**config.mk**
```make
export PLATFORM = sky130hd
export DESIGN_NAME = game_tick_timer_flat
export DESIGN_NICKNAME = d
export VERILOG_FILES = /design/src/rtl/game_tick_timer_if.sv /design/src/rtl/game_tick_timer.sv /design/src/flat_wrapper.sv
export SDC_FILE = /design/constraint.sdc
export NUM_CORES = 1
export LEC_CHECK = 0
export BUFFER_PORTS_ARGS = -buffer_cell sky130_fd_sc_hd__buf_4
export CAP_MARGIN = 10
export CORE_MARGIN = 2
export CORE_UTILIZATION = 25
export CTS_CLUSTER_DIAMETER = 60
export CTS_CLUSTER_SIZE = 25
export DETAILED_ROUTE_END_ITERATION = 8
export SLEW_MARGIN = 25
export SYNTH_ARGS = -nofsm -noshare
export SYNTH_HDL_FRONTEND = slang
export SYNTH_SLANG_ARGS = --single-unit
export TNS_END_PERCENT = 1
```
**constraint.sdc**
```tcl
create_clock -name clk -period 4.2 [get_ports clk]
set_input_delay 0.21 -clock clk [delete_from_list [all_inputs] [get_ports clk]]
set_output_delay 0.21 -clock clk [all_outputs]
set_load 0.005 [all_outputs]
```
**src/rtl/game_tick_timer_if.sv**
```systemverilog
// Control and status bundle for game_tick_timer: the controller drives timing
// requests, and the timer returns tick, count, phase and state flags.
interface game_tick_timer_if #(
    parameter int unsigned WIDTH     = 32,
    parameter int unsigned CNT_WIDTH = 32
);
    logic                 start;
    logic                 stop;
    logic                 pause;
    logic                 mode;
    logic [WIDTH-1:0]     period;
    logic [WIDTH-1:0]     period_fast;
    logic                 fast;
    logic                 clr_count;
    logic                 tick;
    logic [CNT_WIDTH-1:0] count;
    logic [WIDTH-1:0]     phase;
    logic                 busy;
    logic                 done;

    modport master (
        output start, stop, pause, mode, period, period_fast, fast, clr_count,
        input  tick, count, phase, busy, done
    );

    modport slave (
        input  start, stop, pause, mode, period, period_fast, fast, clr_count,
        output tick, count, phase, busy, done
    );
endinterface

```
**src/rtl/game_tick_timer.sv**
```systemverilog
// Prescaled game tick generator with periodic/one-shot modes, pause, a fast
// (soft drop) period and a wrapping or saturating tick counter.
module game_tick_timer #(
    parameter int unsigned WIDTH     = 32,
    parameter int unsigned CNT_WIDTH = 32,
    parameter bit          SATURATE  = 1'b0
) (
    input logic              clk,
    input logic              rst,
    game_tick_timer_if.slave bus
);

    typedef enum logic [1:0] {
        ST_IDLE   = 2'd0,
        ST_RUN    = 2'd1,
        ST_PAUSED = 2'd2,
        ST_DONE   = 2'd3
    } state_t;

    localparam logic [CNT_WIDTH-1:0] CNT_MAX = {CNT_WIDTH{1'b1}};

    state_t               state_q, state_n;
    logic [WIDTH-1:0]     phase_q, phase_n;
    logic [WIDTH-1:0]     p_act_q, p_act_n;
    logic [CNT_WIDTH-1:0] count_q, count_n;
    logic                 tick_q, tick_n;
    logic                 mode_q, mode_n;
    logic                 busy_q, busy_n;
    logic                 done_q, done_n;
    logic                 complete;
    logic [WIDTH-1:0]     p_sel;
    logic [CNT_WIDTH-1:0] count_inc;

    // Period chosen at every latch point (start or completion).
    assign p_sel     = bus.fast ? bus.period_fast : bus.period;
    assign count_inc = (SATURATE && (count_q == CNT_MAX)) ? count_q
                                                          : count_q + CNT_WIDTH'(1);

    // State register and datapath registers.
    always_ff @(posedge clk) begin
        if (rst) begin
            state_q <= ST_IDLE;
            phase_q <= '0;
            p_act_q <= '0;
            count_q <= '0;
            tick_q  <= 1'b0;
            mode_q  <= 1'b0;
            busy_q  <= 1'b0;
            done_q  <= 1'b0;
        end else begin
            state_q <= state_n;
            phase_q <= phase_n;
            p_act_q <= p_act_n;
            count_q <= count_n;
            tick_q  <= tick_n;
            mode_q  <= mode_n;
            busy_q  <= busy_n;
            done_q  <= done_n;
        end
    end

    // Next state and datapath; stop beats start, start beats period completion.
    always_comb begin
        state_n  = state_q;
        phase_n  = phase_q;
        p_act_n  = p_act_q;
        mode_n   = mode_q;
        tick_n   = 1'b0;
        complete = 1'b0;

        if (bus.stop) begin
            state_n = ST_IDLE;
            phase_n = '0;
        end else if (bus.start) begin
            phase_n = '0;
            p_act_n = p_sel;
            mode_n  = bus.mode;
            state_n = bus.pause ? ST_PAUSED : ST_RUN;
        end else begin
            unique case (state_q)
                ST_RUN: begin
                    if (bus.pause) begin
                        state_n = ST_PAUSED;
                    end else if (phase_q == p_act_q) begin
                        complete = 1'b1;
                        phase_n  = '0;
                        tick_n   = 1'b1;
                        p_act_n  = p_sel;
                        state_n  = mode_q ? ST_DONE : ST_RUN;
                    end else begin
                        phase_n = phase_q + WIDTH'(1);
                    end
                end
                ST_PAUSED: begin
                    if (!bus.pause) begin
                        state_n = ST_RUN;
                    end
                end
                default: begin
                    state_n = state_q;
                end
            endcase
        end

        // Clear wins over the increment, but a coincident completion still counts once.
        if (bus.clr_count) begin
            count_n = complete ? CNT_WIDTH'(1) : '0;
        end else if (complete) begin
            count_n = count_inc;
        end else begin
            count_n = count_q;
        end

        busy_n = (state_n == ST_RUN) || (state_n == ST_PAUSED);
        done_n = (state_n == ST_DONE);
    end

    assign bus.tick  = tick_q;
    assign bus.count = count_q;
    assign bus.phase = phase_q;
    assign bus.busy  = busy_q;
    assign bus.done  = done_q;

endmodule

```
**src/flat_wrapper.sv**
```systemverilog
// flat-port wrapper written by rule: the top's interface ports become plain ports
module game_tick_timer_flat 
#(
    parameter int unsigned WIDTH     = 32,
    parameter int unsigned CNT_WIDTH = 32,
    parameter bit          SATURATE  = 1'b0
)
  (clk, rst, bus_start, bus_stop, bus_pause, bus_mode, bus_period, bus_period_fast, bus_fast, bus_clr_count, bus_tick, bus_count, bus_phase, bus_busy, bus_done);
  game_tick_timer_if #(.WIDTH(WIDTH), .CNT_WIDTH(CNT_WIDTH)) bus_i ();
  input logic clk;
  input logic rst;
  input wire logic [$bits(bus_i.start)-1:0] bus_start;
  input wire logic [$bits(bus_i.stop)-1:0] bus_stop;
  input wire logic [$bits(bus_i.pause)-1:0] bus_pause;
  input wire logic [$bits(bus_i.mode)-1:0] bus_mode;
  input wire logic [$bits(bus_i.period)-1:0] bus_period;
  input wire logic [$bits(bus_i.period_fast)-1:0] bus_period_fast;
  input wire logic [$bits(bus_i.fast)-1:0] bus_fast;
  input wire logic [$bits(bus_i.clr_count)-1:0] bus_clr_count;
  output wire logic [$bits(bus_i.tick)-1:0] bus_tick;
  output wire logic [$bits(bus_i.count)-1:0] bus_count;
  output wire logic [$bits(bus_i.phase)-1:0] bus_phase;
  output wire logic [$bits(bus_i.busy)-1:0] bus_busy;
  output wire logic [$bits(bus_i.done)-1:0] bus_done;
  assign bus_i.start = bus_start;
  assign bus_i.stop = bus_stop;
  assign bus_i.pause = bus_pause;
  assign bus_i.mode = bus_mode;
  assign bus_i.period = bus_period;
  assign bus_i.period_fast = bus_period_fast;
  assign bus_i.fast = bus_fast;
  assign bus_i.clr_count = bus_clr_count;
  assign bus_tick = bus_i.tick;
  assign bus_count = bus_i.count;
  assign bus_phase = bus_i.phase;
  assign bus_busy = bus_i.busy;
  assign bus_done = bus_i.done;
  game_tick_timer #(.WIDTH(WIDTH), .CNT_WIDTH(CNT_WIDTH), .SATURATE(SATURATE)) u_core (.clk(clk), .rst(rst), .bus(bus_i));
endmodule
```
=== After elaboration in Yosys (flattened, before gate mapping) ===
Cells that the tools add are included.

* Bits in registers: 102
* Output and inout bits: 67

* Add/sub/neg operators: 2
* Equality and inequality tests: 7
* Multiplexer cells: 22
* Bitwise operators: 2
* Reduce and logical (&&, ||, !) cells: 8

{| class="wikitable"
|+ Operators with widths
! kind !! number
|-
| $mux 32 || 8
|-
| $add 32x1->32 const B || 2
|-
| $eq 32x32->1 || 1
|-
| $mux 2 || 7
|-
| $eq 2x2->1 const B || 3
|-
| $mux 1 || 6
|-
| $reduce_bool 2->1 || 3
|-
| $eq 2x1->1 const B || 2
|-
| $pmux 2 s2 || 1
|-
| $reduce_and 2->1 || 2
|-
| $reduce_and 4->1 || 1
|-
| $reduce_or 3->1 || 1
|-
| $ne 2x2->1 const B || 1
|-
| $not 1->1 || 2
|-
| $logic_or 1x1->1 || 1
|}

=== Depth between registers and ports, before layout ===
Gate-level depths: netlist of run 1.

* Depth in word-level cells: 8
* Gate-level depth with buffers: 9
* Depth with buffers taken out: 9

=== Worst setup path before layout of run 1 ===
Ideal clock, no wire load.

* Kind: reg-to-reg
* Start point: reg u_core.state_q[1]
* End point: reg u_core.count_q[17] (netlist: u_core.bus.count[17])
* Setup time: 0.132 ns
* Arrival: 2.028 ns
* Required time: 4.068 ns
* Path slack: 2.040 ns
* Cell stages (with the launch flop): 8
* Path buffers: 1
* Cells stage by stage: dfxtp_1 -> inv_1 -> ha_1 -> or4b_1 -> buf_2 -> or4_4 -> o311ai_2 -> o41ai_2

* Longest elaborated chain between the ends: 5

{| class="wikitable"
|+ RTL lines
! item !! line !! text
|-
| start: declaration || game_tick_timer.sv:22 || <nowiki>state_t state_q, state_n;</nowiki>
|-
| start signal: assignment || game_tick_timer.sv:51 || <nowiki>state_q <= state_n;</nowiki>
|-
| $eq 2x1->1 || game_tick_timer.sv:80 || <nowiki>unique case (state_q)</nowiki>
|-
| $mux 1 || game_tick_timer.sv:80 ||
|-
| $mux 1 || game_tick_timer.sv:74 || <nowiki>end else if (bus.start) begin</nowiki>
|-
| $mux 1 || game_tick_timer.sv:71 || <nowiki>if (bus.stop) begin</nowiki>
|-
| $reduce_bool 2->1 (no line) || -- ||
|-
| end signal: assignment || game_tick_timer.sv:54 || <nowiki>count_q <= count_n;</nowiki>
|-
| end: declaration || game_tick_timer.sv:25 || <nowiki>logic [CNT_WIDTH-1:0] count_q, count_n;</nowiki>
|}

No other way between the ends.
A chain may end at the register's enable or synchronous reset.

=== Final worst setup path of run 1 ===
* Start point: reg u_core.phase_q[22] (netlist: u_core.bus.phase[22])
* End point: reg u_core.p_act_q[0]

* Longest elaborated chain between the ends: 3

{| class="wikitable"
|+ RTL lines
! item !! line !! text
|-
| start: declaration || game_tick_timer.sv:23 || <nowiki>logic [WIDTH-1:0] phase_q, phase_n;</nowiki>
|-
| start signal: assignment || game_tick_timer.sv:52 || <nowiki>phase_q <= phase_n;</nowiki>
|-
| $eq 32x32->1 || game_tick_timer.sv:84 || <nowiki>end else if (phase_q == p_act_q) begin</nowiki>
|-
| $reduce_bool 2->1 (no line) || -- ||
|-
| $reduce_and 4->1 (no line) || -- ||
|-
| end signal: assignment || game_tick_timer.sv:53 || <nowiki>p_act_q <= p_act_n;</nowiki>
|-
| end: declaration || game_tick_timer.sv:24 || <nowiki>logic [WIDTH-1:0] p_act_q, p_act_n;</nowiki>
|}

No other way between the ends.

==> impl_metrics.tcl, run 1 <==
set metrics [dict create \
    status "complete, no violations" \
    die_x_um 153.2 \
    drive_above_1_share 0.2410 \
    gp_congestion 0.7701 \
    clockBufferDepth 2 \
    ctsHoldBuffers 0 \
    overflow 0 \
    ys_seq_area_frac 0.3669 \
    synth.distinct_cells 45 \
    hold_path_depth 3 \
    ys_warn_count 0 \
    routed-wl-met3_um 956 \
    tightest_slew_ps 725.9 \
    cap_violations 0 \
    syn-num-nets 716 \
    setup_viol_count_final 0 \
    cts_repair_resize_count 0 \
    htreeDepth 3 \
    ff2ff_path_depth 6 \
    track_usage 0.1392 \
    synth-compound-area-share 0.1441 \
    maxUsedRoutingLayer "met4" \
    wl_met1_um 7871 \
    hold_viol 0 \
    start_util 0.2550 \
    ant_nets 0 \
    num_vias 5211 \
    rsz0062_at_grt "false" \
    setup_ws_ps 1658 \
    cts.sinks 102 \
    synth_mux_area_frac 0.07374 \
    wirelength_um 17050 \
    max_freq_mhz 393.4 \
    hold_end "u_core.mode_q" \
    fin_crit_ps 2542 \
    required_ps 4460 \
    path_clk_slew_ps 70 \
    critPathMaxFanout 23 \
    hold_slack_ps 107.6 \
    p_leak_nw 2.707 \
    fin_nets 823 \
    fin_setup_tns_ps 0 \
    ff2ff_setup_slack_ps 1660 \
    core_mm2 0.02182 \
    portBuffers 138 \
    regToRegEndpoint "u_core.p_act_q[0]" \
    skew_ps 10.26 \
    synth_cells 639 \
    path_class "reg2reg" \
    antenna_cells 0 \
    slew_headroom 0.5120 \
    ios 139 \
    grt_pass1_wl_um 26320 \
    dp_slack_ps 1665 \
    drt-pass1-iter-count 5 \
    final_common_cell "buf_4" \
    hold_path_class "in2reg" \
    syn-mean-instance-area_um2 8.709 \
    drv_slew 0 \
    syn_area_mm2 0.005565 \
    synth_xor_xnor_area_share 0.09757 \
    cts_tree "done" \
    p_per_area_mw_per_mm2 290.9 \
    timing.rr.start "u_core.bus.phase[22]" \
    layout_common_cells "145 x buf_4, 102 x dfxtp_1, 79 x nor2_1" \
    synth_top_family_by_area "simple AND/OR/NAND/NOR gates" \
    synthAdderAreaFrac 0.01124 \
    drtIter0Drc 262 \
    postCtsSetupBuffers 0 \
    startpoint_type "flip-flop" \
    numCtsBuffers 9 \
    endpoint_kind "flip-flop" \
    rows 54 \
    place_hpwl_um 12200 \
    root_buffer "clkbuf_16" \
    grt_start_max_net_pins 67 \
    yosys.area_share.simple 0.2626 \
    antenna_found_initial 0 \
    total_power_mw 2.067 \
    crit_arrival_ps 2800 \
    max-vdd-ir-drop_v 0.0002132 \
    wl_met2_um 8099 \
    wire_per_inst_um 16.54 \
    worstSkewPairLatency_ps 360 \
    yosys_register_bits 102 \
    drcViolationCount 0 \
    hold_path.startpoint "bus_mode" \
    avgViaCountPerCell 5.054 \
    area_growth_pct 27.70 \
    die_area_mm2 0.02347 \
    finalCritPeriodShare 0.6052 \
    die-height_um 153.2 \
    grt_pass1_vias 4708 \
]
## synthesized netlist by cell type
cell / instances / share of area
nor4b_2: 1 / 0.0027
or3_1: 27 / 0.030
or2_2: 1 / 0.0011
o31ai_2: 1 / 0.0022
a221oi_1: 32 / 0.050
xor2_1: 35 / 0.055
o41ai_2: 1 / 0.0029
nand3b_1: 2 / 0.0027
nand4_2: 1 / 0.0022
a31o_2: 1 / 0.0016
nand4_1: 25 / 0.028
nor4_2: 7 / 0.016
nand3_1: 32 / 0.029
o21ai_0: 3 / 0.0027
nor2b_1: 7 / 0.0079
a21o_1: 1 / 0.0013
and2_1: 3 / 0.0034
o311ai_1: 19 / 0.030
nand2_1: 35 / 0.024
nor2_1: 80 / 0.054
nand2b_1: 1 / 0.0011
a211oi_1: 1 / 0.0013
nor4_1: 15 / 0.017
nor3_1: 15 / 0.013
xnor2_1: 27 / 0.042
or4_1: 5 / 0.0067
o31ai_1: 4 / 0.0054
o211ai_1: 1 / 0.0013
buf_2: 15 / 0.013
o41ai_1: 19 / 0.030
or4b_1: 1 / 0.0018
a21bo_2: 1 / 0.0018
clkbuf_1: 34 / 0.023
mux2i_1: 41 / 0.074
and3_1: 3 / 0.0034
inv_1: 11 / 0.0074
a31oi_1: 2 / 0.0022
and4b_1: 1 / 0.0018
a21oi_1: 9 / 0.0081
o311ai_2: 1 / 0.0029
nor2_2: 2 / 0.0022
or4_4: 1 / 0.0020
dfxtp_1: 102 / 0.37
and4_1: 8 / 0.013
ha_1: 5 / 0.011
## logic make-up after synthesis
family                     after synthesis
adders and majority gates                5
buffers and inverters                   60
xor gates and xnor gates                62
and+or+nand+nor                        273
DFF                                    102
muxes                                   41
AOI/OAI and AO/OA                       96
## worst max path at each step
stage                               startpoint              endpoint  slack (ps)  cells past startpoint
final                     u_core.bus.phase[22]     u_core.p_act_q[0]        1660                      6
after global routing       u_core.bus.phase[4]    u_core.p_act_q[15]        1420                      6
after CTS                 u_core.bus.phase[22]    u_core.p_act_q[28]        1660                      6
after detailed placement  u_core.bus.phase[22]    u_core.p_act_q[28]        1670                      6
after global placement     u_core.bus.phase[4]    u_core.p_act_q[28]        1720                      6
after floorplan              u_core.state_q[1]  u_core.bus.count[17]        2040                      7
## power breakdown
part,internal (mW),switching (mW)
clock network,0.416,0.411
registers,0.988,0.0174
logic,0.104,0.130
## critical path: stages, from the launching register on
cell      delay, ps
dfxtp_1         490
xor2_1          130
nor4_2          370
and4_1          460
nand3_1         350
buf_4           330
a221oi_1        290
## final cells by class
cell class / count / area (um^2)
fillers: 2311 / 14720
inverters: 11 / 41.29
flip-flops and latches: 102 / 2042
repair buffers: 145 / 1089
clock inverters: 7 / 66.31
well taps: 280 / 350.3
multi-input cells: 477 / 3293
clock buffers: 9 / 225.2
## sequential cells by signal, summed over array words and instances (netlist names)
register and count:
u_core.mode_q 1, u_core.state_q 2, u_core.bus.done 1, u_core.bus.phase 32
u_core.p_act_q 32, u_core.bus.tick 1, u_core.bus.count 32, u_core.bus.busy 1
## stage by stage
step	cells	util	cell area (um^2)
floorplan	639	-	5565
global placement	1015	0.3123	6815
detailed placement	1015	0.3123	6815
CTS	1031	0.3257	7107
global route	1031	0.3257	7107
finish	1031	0.3257	7107
## per-layer routing
metal  vias up  global-route usage
met1      2458              0.1892
met3        11             0.03601
met5         -                   0
met4         0             0.02910
met2       126              0.2230
li1       2616                   -
No activity file was read; power rests on OpenSTA's default activity.
==> inputs of run 2 (changes only) <==
Clock period 4.2 ns to 2.7 ns, I/O delays scaled along.
==> run 2 against run 1 <==
  * Cell area up 2.2%
  * Final cell count rose by 1.6%
  * Worst setup slack got worse by 1400 ps
  * Clock-buffer cell count is 1 higher
  * Sequential share of layout area shrank 0.63 points
  * Maximum frequency grew 6.2%
  * Die area did not move
  * Global-route usage up 1.0 points
  * Critical endpoint is now u_core.bus.count[15]
==> impl_metrics.tcl, run 2 (synthesized netlist as in run 1, its figures left out) <==
set metrics [dict create \
    max_freq_mhz 417.7 \
    internal_power_mw 2.377 \
    wirelength_um 17820 \
    switching_power_mw 0.8762 \
    grt_pass1_vias 4960 \
    area_growth_pct 30.55 \
    drcViolationCount 0 \
    cap_violations 0 \
    critPathMaxFanout 8 \
    num_vias 5330 \
    grt_pass1_wl_um 28080 \
    finalCritPeriodShare 0.8868 \
    clkPwrFrac 0.403 \
    grt_start_max_net_pins 67 \
    endpoint_kind "flip-flop" \
    layout_common_cells "158 x buf_4, 102 x dfxtp_1, 79 x nor2_1" \
    p_leak_nw 2.811 \
    final_common_cell "buf_4" \
    seqPwrFrac 0.481 \
    root_buffer "clkbuf_16" \
    fin_nets 839 \
    dp_slack_ps 349.2 \
    core_mm2 0.02182 \
    drv_slew 0 \
    die_x_um 153.2 \
    fin_setup_tns_ps 0 \
    fin_cells 1047 \
    hold_path_class "in2reg" \
    slew_headroom 0.5471 \
    pwr-share-comb 0.116 \
    required_ps 2930 \
    ctsHoldBuffers 0 \
    fill_cells 2300 \
    antenna_found_initial 0 \
    wl_met2_um 8237 \
    cts_repair_resize_count 0 \
    fin_util 0.3329 \
    rows 54 \
    startpoint_type "flip-flop" \
    rsz0062_at_grt "false" \
    ios 139 \
    drt-pass1-iter-count 5 \
    cts_tree "done" \
    antenna_cells 0 \
    overflow 0 \
    path_class "reg2reg" \
    cts.sinks 102 \
    drive_above_1_share 0.2568 \
    sw_frac_of_total 0.2693 \
    worstSkewPairLatency_ps 360 \
    max-vdd-ir-drop_v 0.0002990 \
    setup_viol_count_final 0 \
    numCtsBuffers 9 \
    place_hpwl_um 12820 \
    start_util 0.2550 \
    die-height_um 153.2 \
    crit_arrival_ps 2630 \
    avgViaCountPerCell 5.091 \
    tightest_slew_ps 679.3 \
    ant_nets 0 \
    track_usage 0.1492 \
    drtIter0Drc 314 \
    hold_viol 0 \
    path_clk_slew_ps 70 \
    clockBufferDepth 2 \
    hold_slack_ps 35.43 \
    dp_cells 1031 \
    gp_congestion 0.7918 \
    die_area_mm2 0.02347 \
    postCtsSetupBuffers 0 \
    final_cell_area_mm2 0.007266 \
    portBuffers 138 \
    wire_per_inst_um 17.02 \
    htreeDepth 3 \
    maxUsedRoutingLayer "met4" \
    setup_ws_ps 305.8 \
    p_per_area_mw_per_mm2 447.7 \
    status "complete, no violations" \
    place_area_mm2 0.006973 \
    total_power_mw 3.253 \
    skew_ps 9.827 \
    routed-wl-met3_um 1060 \
    fin_crit_ps 2394 \
    wl_met1_um 8248 \
]
run 2: layout make-up:
type                            count  area, um^2  share of cell area
Multi-Input combinational cell    477        3293              0.4532
Sequential cell                   102        2042              0.2810
Tap cell                          280       350.3             0.04822
Inverter                           11       41.29            0.005683
Timing Repair Buffer              161        1246              0.1715
Clock buffer                       10       239.0             0.03289
Clock inverter                      6       53.80            0.007405
run 2: layer usage:
layer,track usage,vias up
met5,0,-
met2,0.2304,156
met1,0.2077,2507
li1,-,2650
met4,0.04145,0
met3,0.03572,17
run 2: path summary, 6_finish.rpt:
path,endpoint,slack (ps),from,depth (start not counted)
worst min register to register,u_core.bus.count[31],480,u_core.bus.count[31],2
worst max-delay path,u_core.bus.count[15],310,u_core.state_q[1],7
worst max register to register,u_core.bus.count[15],310,u_core.state_q[1],7
worst min-delay path,u_core.mode_q,40,bus_mode,3
run 2: power by group through the flow:
stage	Clock, mW	Combinational, mW	Sequential, mW
after floorplan	0	0.225	1.59
after detailed placement	0	0.381	1.60
after global placement	0	0.380	1.60
after global routing	1.40	0.414	1.57
final	1.31	0.379	1.56
after CTS	1.35	0.383	1.56
run 2: critical path: stages (launching register included):
cell,delay [ps]
dfxtp_1,350
inv_1,70
ha_1,250
or4b_1,630
nor2_2,400
nand3_1,170
o311ai_1,280
o41ai_1,120
